===== config.mk =====
export PLATFORM = sky130hd
export DESIGN_NAME = v_lsu_bank_ctrl
export DESIGN_NICKNAME = d
export VERILOG_FILES = /design/src/rtl/v_lsu_bank_ctrl.sv
export SDC_FILE = /design/constraint.sdc
export NUM_CORES = 1
export LEC_CHECK = 0
export ABC_AREA = 1
export CAP_MARGIN = 40
export CORE_AREA = 2 2 251 253
export CTS_BUF_LIST = sky130_fd_sc_hd__clkbuf_4 sky130_fd_sc_hd__clkbuf_8
export DETAILED_ROUTE_END_ITERATION = 8
export DIE_AREA = 0 0 253 255
export GPL_ROUTABILITY_DRIVEN = 0
export PLACE_DENSITY_LB_ADDON = 0.1
export SLEW_MARGIN = 20
export SYNTH_ARGS = -nofsm -noshare
export SYNTH_HDL_FRONTEND = slang
export SYNTH_SLANG_ARGS = --single-unit

===== constraint.sdc =====
create_clock -name core_clk -period 4.05 [get_ports core_clk]
set_input_delay 0.81 -clock core_clk [delete_from_list [all_inputs] [get_ports core_clk]]
set_output_delay 0.81 -clock core_clk [all_outputs]
set_load 0.005 [all_outputs]

===== src/rtl/v_lsu_bank_ctrl.sv =====
// Vector LSU bank controller: one unit-stride or word-strided request at a time over four memory banks.
// Group/element n issues in cycle n+1 and its load data reaches the VRF a cycle later; issue never stalls, req_ready only in IDLE.
module v_lsu_bank_ctrl #(
    parameter int ADDR_BITS = 14,
    parameter int DATA_W    = 32,
    parameter int MAX_VL    = 32
) (
    input  logic                          core_clk,
    input  logic                          nrst,
    input  logic                          req_valid,
    output logic                          req_ready,
    input  logic                          req_store,
    input  logic                          req_strided,
    input  logic [ADDR_BITS-1:0]          req_base,
    input  logic [ADDR_BITS-1:0]          req_stride,
    input  logic [$clog2(MAX_VL+1)-1:0]   req_vl,
    output logic                          busy,
    output logic                          done,
    output logic [3:0]                    dm_write_0,
    output logic [3:0]                    dm_write_1,
    output logic [3:0]                    dm_write_2,
    output logic [3:0]                    dm_write_3,
    output logic [ADDR_BITS-1:0]          data_addr0,
    output logic [ADDR_BITS-1:0]          data_addr1,
    output logic [ADDR_BITS-1:0]          data_addr2,
    output logic [ADDR_BITS-1:0]          data_addr3,
    output logic [DATA_W-1:0]             data_in_0,
    output logic [DATA_W-1:0]             data_in_1,
    output logic [DATA_W-1:0]             data_in_2,
    output logic [DATA_W-1:0]             data_in_3,
    input  logic [DATA_W-1:0]             data_out_0,
    input  logic [DATA_W-1:0]             data_out_1,
    input  logic [DATA_W-1:0]             data_out_2,
    input  logic [DATA_W-1:0]             data_out_3,
    output logic [$clog2(MAX_VL/4)-1:0]   st_grp,
    input  logic [4*DATA_W-1:0]           st_data,
    output logic                          vrf_we,
    output logic [$clog2(MAX_VL/4)-1:0]   vrf_grp,
    output logic [3:0]                    vrf_wmask,
    output logic [4*DATA_W-1:0]           vrf_wdata
);

    localparam int AW  = ADDR_BITS - 1;
    localparam int VLW = $clog2(MAX_VL + 1);
    localparam int GW  = $clog2(MAX_VL / 4);
    localparam int CW  = VLW + 1;

    typedef enum logic [1:0] {S_IDLE, S_ISSUE, S_DRAIN, S_DONE} state_t;

    function automatic logic [DATA_W-1:0] bswap(input logic [DATA_W-1:0] w);
        logic [DATA_W-1:0] r;
        r = '0;
        for (int i = 0; i < DATA_W / 8; i++) r[8*i +: 8] = w[DATA_W-8-8*i +: 8];
        return r;
    endfunction

    state_t              state;
    logic                r_store;
    logic                r_strided;
    logic [AW-1:0]       r_stride;
    logic [AW-1:0]       cur;
    logic [VLW-1:0]      r_vl;
    logic [VLW-1:0]      k0;
    logic                rd_vld;
    logic [GW-1:0]       rd_grp;
    logic [3:0]          rd_mask;
    logic [1:0]          rd_sel [4];

    logic                issuing;
    logic                last;
    logic [GW-1:0]       grp;
    logic [3:0]          lane_mask;
    logic [1:0]          lane_sel [4];
    logic [AW-1:0]       lane_addr [4];
    logic [ADDR_BITS-1:0] bank_addr [4];
    logic [3:0]          bank_we [4];
    logic [DATA_W-1:0]   bank_din [4];
    logic [DATA_W-1:0]   bank_dout [4];
    logic                unused_region;

    // The protocol-region bit is never generated, so the request MSBs are dropped.
    assign unused_region = req_base[ADDR_BITS-1] ^ req_stride[ADDR_BITS-1];

    assign bank_dout[0] = data_out_0;
    assign bank_dout[1] = data_out_1;
    assign bank_dout[2] = data_out_2;
    assign bank_dout[3] = data_out_3;

    assign last = r_strided ? (CW'(k0) + CW'(1) >= CW'(r_vl))
                            : (CW'(k0) + CW'(4) >= CW'(r_vl));

    always_comb begin
        issuing   = nrst && (state == S_ISSUE);
        grp       = k0[GW+1:2];
        lane_mask = '0;
        for (int j = 0; j < 4; j++) begin
            lane_sel[j]  = 2'd0;
            lane_addr[j] = cur + AW'(j);
            bank_addr[j] = '0;
            bank_we[j]   = '0;
            bank_din[j]  = '0;
        end
        if (issuing) begin
            if (r_strided) begin
                lane_mask[k0[1:0]]    = 1'b1;
                lane_sel[k0[1:0]]     = cur[1:0];
                bank_addr[cur[1:0]]   = {1'b0, cur};
                if (r_store) begin
                    bank_we[cur[1:0]]  = 4'hF;
                    bank_din[cur[1:0]] = st_data[DATA_W*int'(k0[1:0]) +: DATA_W];
                end
            end else begin
                // Lane j of the group lands on bank (base+j) mod 4; every bank carries its row.
                for (int j = 0; j < 4; j++) begin
                    lane_mask[j]                   = (CW'(k0) + CW'(j)) < CW'(r_vl);
                    lane_sel[j]                    = lane_addr[j][1:0];
                    bank_addr[lane_addr[j][1:0]]   = {1'b0, lane_addr[j]};
                    if (r_store && lane_mask[j]) begin
                        bank_we[lane_addr[j][1:0]]  = 4'hF;
                        bank_din[lane_addr[j][1:0]] = st_data[DATA_W*j +: DATA_W];
                    end
                end
            end
        end
    end

    always_ff @(posedge core_clk) begin
        if (!nrst) begin
            state     <= S_IDLE;
            r_store   <= 1'b0;
            r_strided <= 1'b0;
            r_stride  <= '0;
            r_vl      <= '0;
            cur       <= '0;
            k0        <= '0;
            rd_vld    <= 1'b0;
            rd_grp    <= '0;
            rd_mask   <= '0;
            rd_sel    <= '{default: 2'd0};
        end else begin
            rd_vld  <= issuing && !r_store;
            rd_grp  <= grp;
            rd_mask <= lane_mask;
            rd_sel  <= lane_sel;
            case (state)
                S_IDLE: begin
                    if (req_valid) begin
                        r_store   <= req_store;
                        r_strided <= req_strided;
                        r_stride  <= req_stride[AW-1:0];
                        r_vl      <= req_vl;
                        cur       <= req_base[AW-1:0];
                        k0        <= '0;
                        state     <= (req_vl == '0) ? S_DONE : S_ISSUE;
                    end
                end
                S_ISSUE: begin
                    cur <= cur + (r_strided ? r_stride : AW'(4));
                    k0  <= k0 + (r_strided ? VLW'(1) : VLW'(4));
                    if (last) state <= r_store ? S_DONE : S_DRAIN;
                end
                S_DRAIN: state <= S_DONE;
                default: state <= S_IDLE;
            endcase
        end
    end

    assign req_ready = (state == S_IDLE);
    assign busy      = (state != S_IDLE);
    assign done      = (state == S_DONE);

    assign dm_write_0 = bank_we[0];
    assign dm_write_1 = bank_we[1];
    assign dm_write_2 = bank_we[2];
    assign dm_write_3 = bank_we[3];
    assign data_addr0 = bank_addr[0];
    assign data_addr1 = bank_addr[1];
    assign data_addr2 = bank_addr[2];
    assign data_addr3 = bank_addr[3];
    assign data_in_0  = bank_din[0];
    assign data_in_1  = bank_din[1];
    assign data_in_2  = bank_din[2];
    assign data_in_3  = bank_din[3];

    assign st_grp    = (issuing && r_store) ? grp : '0;
    assign vrf_we    = nrst && rd_vld;
    assign vrf_grp   = vrf_we ? rd_grp : '0;
    assign vrf_wmask = vrf_we ? rd_mask : '0;

    // Banks return little-endian words; the VRF holds them big-endian.
    always_comb begin
        vrf_wdata = '0;
        for (int j = 0; j < 4; j++) begin
            if (vrf_we && rd_mask[j]) vrf_wdata[DATA_W*j +: DATA_W] = bswap(bank_dout[rd_sel[j]]);
        end
    end

endmodule


==> summary.txt <==
Detailed routing
  • Detail Route Antenna Nets: 0
  • Final wirelength: 119.1 mm
  • Drt wl/cell: between 20 and 25 um
  • Via/cell ratio: 5.811
  • Via Count: 31800
  • DRT iter0 DRCs: 3640
  • Initial DRT Pass Iterations: 6
  • Post-route DRC: 0

Timing
  • RSZ-0062 raised after global routing: true
  • Max Clock Freq: roughly 0.24 GHz
  • Setup TNS: -575.0 ps
  • Period utilisation layout: 101.7%
  • Actual slew at the worst max-slew pin: 869.2 ps
  • Clk_skew: 16.57 ps
  • Setup WS post-layout: -69.84 ps
  • Post-layout min period: around 4100 ps
  • Hold Worst Slack: 485.5 ps
  • Hold Fails Final Rpt: 0
  • Max Slew Vio Count: 0
  • Final Setup Violations: 18
  • Worst slew margin: 42.05%

Global route
  • Largest net degree at the start of global routing: between 90 and 100
  • Gr ovfl total: 0
  • Vias in the first global route: between 20000 and 30000
  • GR Util All Layers: 34.09%
  • Initial antenna violation count: 23
  • First-pass GRT wire length: around 170 mm

CTS
  • Clock transition at path regs: about 80 ps
  • Clock Tree Root: clkbuf_8
  • Post-CTS Hold Buffers: 0
  • CTS max path bufs: 2
  • Htree depth: 3
  • CTS buffer count: 9
  • Clk_lat worst skew: 370 ps
  • Sink Count: between 50 and 60
  • TritonCTS clock tree: built

Layout
  • Area grow syn2layout: 53.14%
  • Most frequent cells in the layout: nand2_1, clkdlybuf4s50_1, a21oi_1
  • Final core occ: 50.65%
  • Most common cell after layout, fill and taps aside: nand2_1
  • # fillers: 6587
  • Share of post-route cells with drive strength above 1: 18.25%
  • Register Area: about 0.0012 sq mm
  • Multi-input logic area: 0.01756 sq mm
  • Final Net Count: 5005

Placed design
  • Port bufs: 630
  • Dpl hpwl: 81.37 mm
  • Pre-CTS setup slack: -170.7 ps

Floorplan
  • Initial Util: 33.08%
  • Die Y: 255 um
  • IO Pins: 637
  • Width of the die: 253 um
  • Num rows: 92
  • Die ar.: 0.06452 sq mm
  • Core area: 0.06216 sq mm

Power and ir drop
  • Leakage: ~14 nW
  • Pwr Density: ~420 mW/mm^2
  • Peak supply drop: 0.4574 mV

Yosys
  • FF+latch count, synth: 58
  • Synth warn: 0
  • Adder-cell share of the synthesized area: under 10%
  • Simple-gate share of the synthesized area: 42.65%
  • Synth unique cells: 40
  • Mean Syn Cell Area: 5.021 sq um
  • Largest family of logic cells by synthesized area: simple AND/OR/NAND/NOR gates
  • Mapped Cells: just over 4000
  • Part of the Yosys area used for sequential elements: approximately 5.6%
  • Multiplexer share of the synthesized area: 0%
  • Post-synthesis xor/xnor area fraction: 1.150%
  • Post-Syn Area: 0.02056 sq mm
  • Compound-Gate Fraction of Synth Area: 29.71%

Min path
  • Worst hold path type: flip-flop to flip-flop

Setup path
  • Worst Setup Start Kind: flip-flop
  • Critical Path AT: 3310 ps
  • Req. time, crit path: 3240 ps
  • Setup crit end kind: output port
  • Kind of critical path: flip-flop to output port
  • CP Max Fanout: 4

Status
  • Failing checks: setup timing
  • Outcome: finished, violations left

Run
  • Max Cap Viol: 0
[worst max-delay path, cell delays in order, from the launching register on]
cell,delay (ps)
dfxtp_4,370
buf_12,130
ha_4,170
nand2_2,70
inv_2,50
buf_4,130
a21oi_2,150
ha_1,260
a21oi_2,140
o211ai_1,140
nor2_4,200
buf_12,160
nand2_8,60
buf_12,140
buf_12,110
buf_12,130
buf_12,130
buf_8,120
nand3_4,70
a21oi_2,60
buf_2,120
[logic make-up after synthesis]
| group | count (synthesis) |
|---|---|
| buffers and inverters | 847 |
| XOR/XNOR | 27 |
| other | 1 |
| flip-flops | 58 |
| AND/OR/NAND/NOR | 1980 |
| AO/OA/AOI/OAI | 1118 |
| adder cells (fa/ha/maj) | 64 |
[report_power, final]
part           switching, mW  internal [mW]
clock                  0.267          0.238
sequential             0.331          0.718
combinational           7.09           4.44
total                   7.69           5.40
[state kept, by name, summed over array words and instances, names as in the netlist]
name / count
r_stride: 13
r_vl: 6
r_store: 1
rd_mask: 4
cur: 13
rd_vld: 1
rd_sel: 8
state: 2
k0: 6
r_strided: 1
rd_grp: 3
[path summary, 6_finish.rpt]
check | slack (ps) | to | cells past startpoint | start
max | -70 | data_in_0[30] | 20 | k0[2]
min reg2reg | 490 | r_stride[2] | 2 | r_stride[2]
min | 490 | r_stride[2] | 2 | r_stride[2]
max reg2reg | 880 | cur[12] | 15 | r_strided
[cell usage after synthesis]
cell type / count / area share (%)
nand3_2: 1 / 0.049
inv_1: 420 / 7.7
nor3b_1: 1 / 0.037
buf_4: 33 / 1.2
fa_1: 1 / 0.097
o22ai_1: 6 / 0.18
conb_1: 1 / 0.018
ha_1: 63 / 3.8
o21ai_0: 347 / 8.4
nand3_1: 482 / 12
inv_2: 2 / 0.037
a211oi_1: 2 / 0.073
xor2_1: 26 / 1.1
o21a_1: 3 / 0.11
nand4_1: 261 / 7.9
clkinv_1: 3 / 0.055
o21bai_1: 5 / 0.18
buf_6: 12 / 0.66
dfxtp_1: 58 / 5.6
buf_1: 66 / 1.2
nor2_4: 3 / 0.16
a31oi_1: 16 / 0.49
a21o_1: 2 / 0.073
nor3_1: 12 / 0.29
nor4_1: 1 / 0.030
clkbuf_1: 247 / 4.5
nor2_2: 1 / 0.030
a21oi_1: 556 / 14
o2111ai_1: 1 / 0.043
o21ai_1: 1 / 0.024
buf_2: 64 / 1.6
or2_2: 2 / 0.061
nor2_1: 163 / 3.0
o211ai_1: 176 / 6.4
a221oi_1: 2 / 0.085
xnor2_1: 1 / 0.043
nand2_2: 5 / 0.15
nand3b_1: 3 / 0.11
nand2_1: 1045 / 19
a31o_2: 1 / 0.043
[per-layer routing]
layer	GRT usage (%)	wire, um	up-vias
li1	-	-	15060
met1	44.32	47790	14590
met2	53.52	52770	1853
met3	6.997	12460	289
met4	16.86	6071	8
met5	0	49	-
[stage by stage]
step / power [mW] / cells / instance area [sq um]
floorplan: 6.904 / 4098 / 20570
global placement: 10.36 / 5329 / 28520
detailed placement: 10.39 / 5332 / 28580
CTS: 12.19 / 5412 / 30200
global route: 14.01 / 5469 / 31480
finish: 13.08 / 5473 / 31490
[final cells by class]
type                    instances  area share, %
diodes                         23         0.1828
clock buffers                  10         0.4371
clock inverters                 6         0.1311
inverters                     425          5.162
multi-input cells            3194          55.78
flip-flops and latches         58          3.799
well taps                     799          3.175
repair buffers                958          31.33
[timing repair]
action | 4_1_cts | 5_1_grt
cloned | 16 | 7
buffers inserted | 50 | 36
setup endpoints to repair | 144 | 156
pin swaps | 78 | 151
gates resized for setup | 642 | 378
Note: power is estimated with default switching activity, not from simulation.
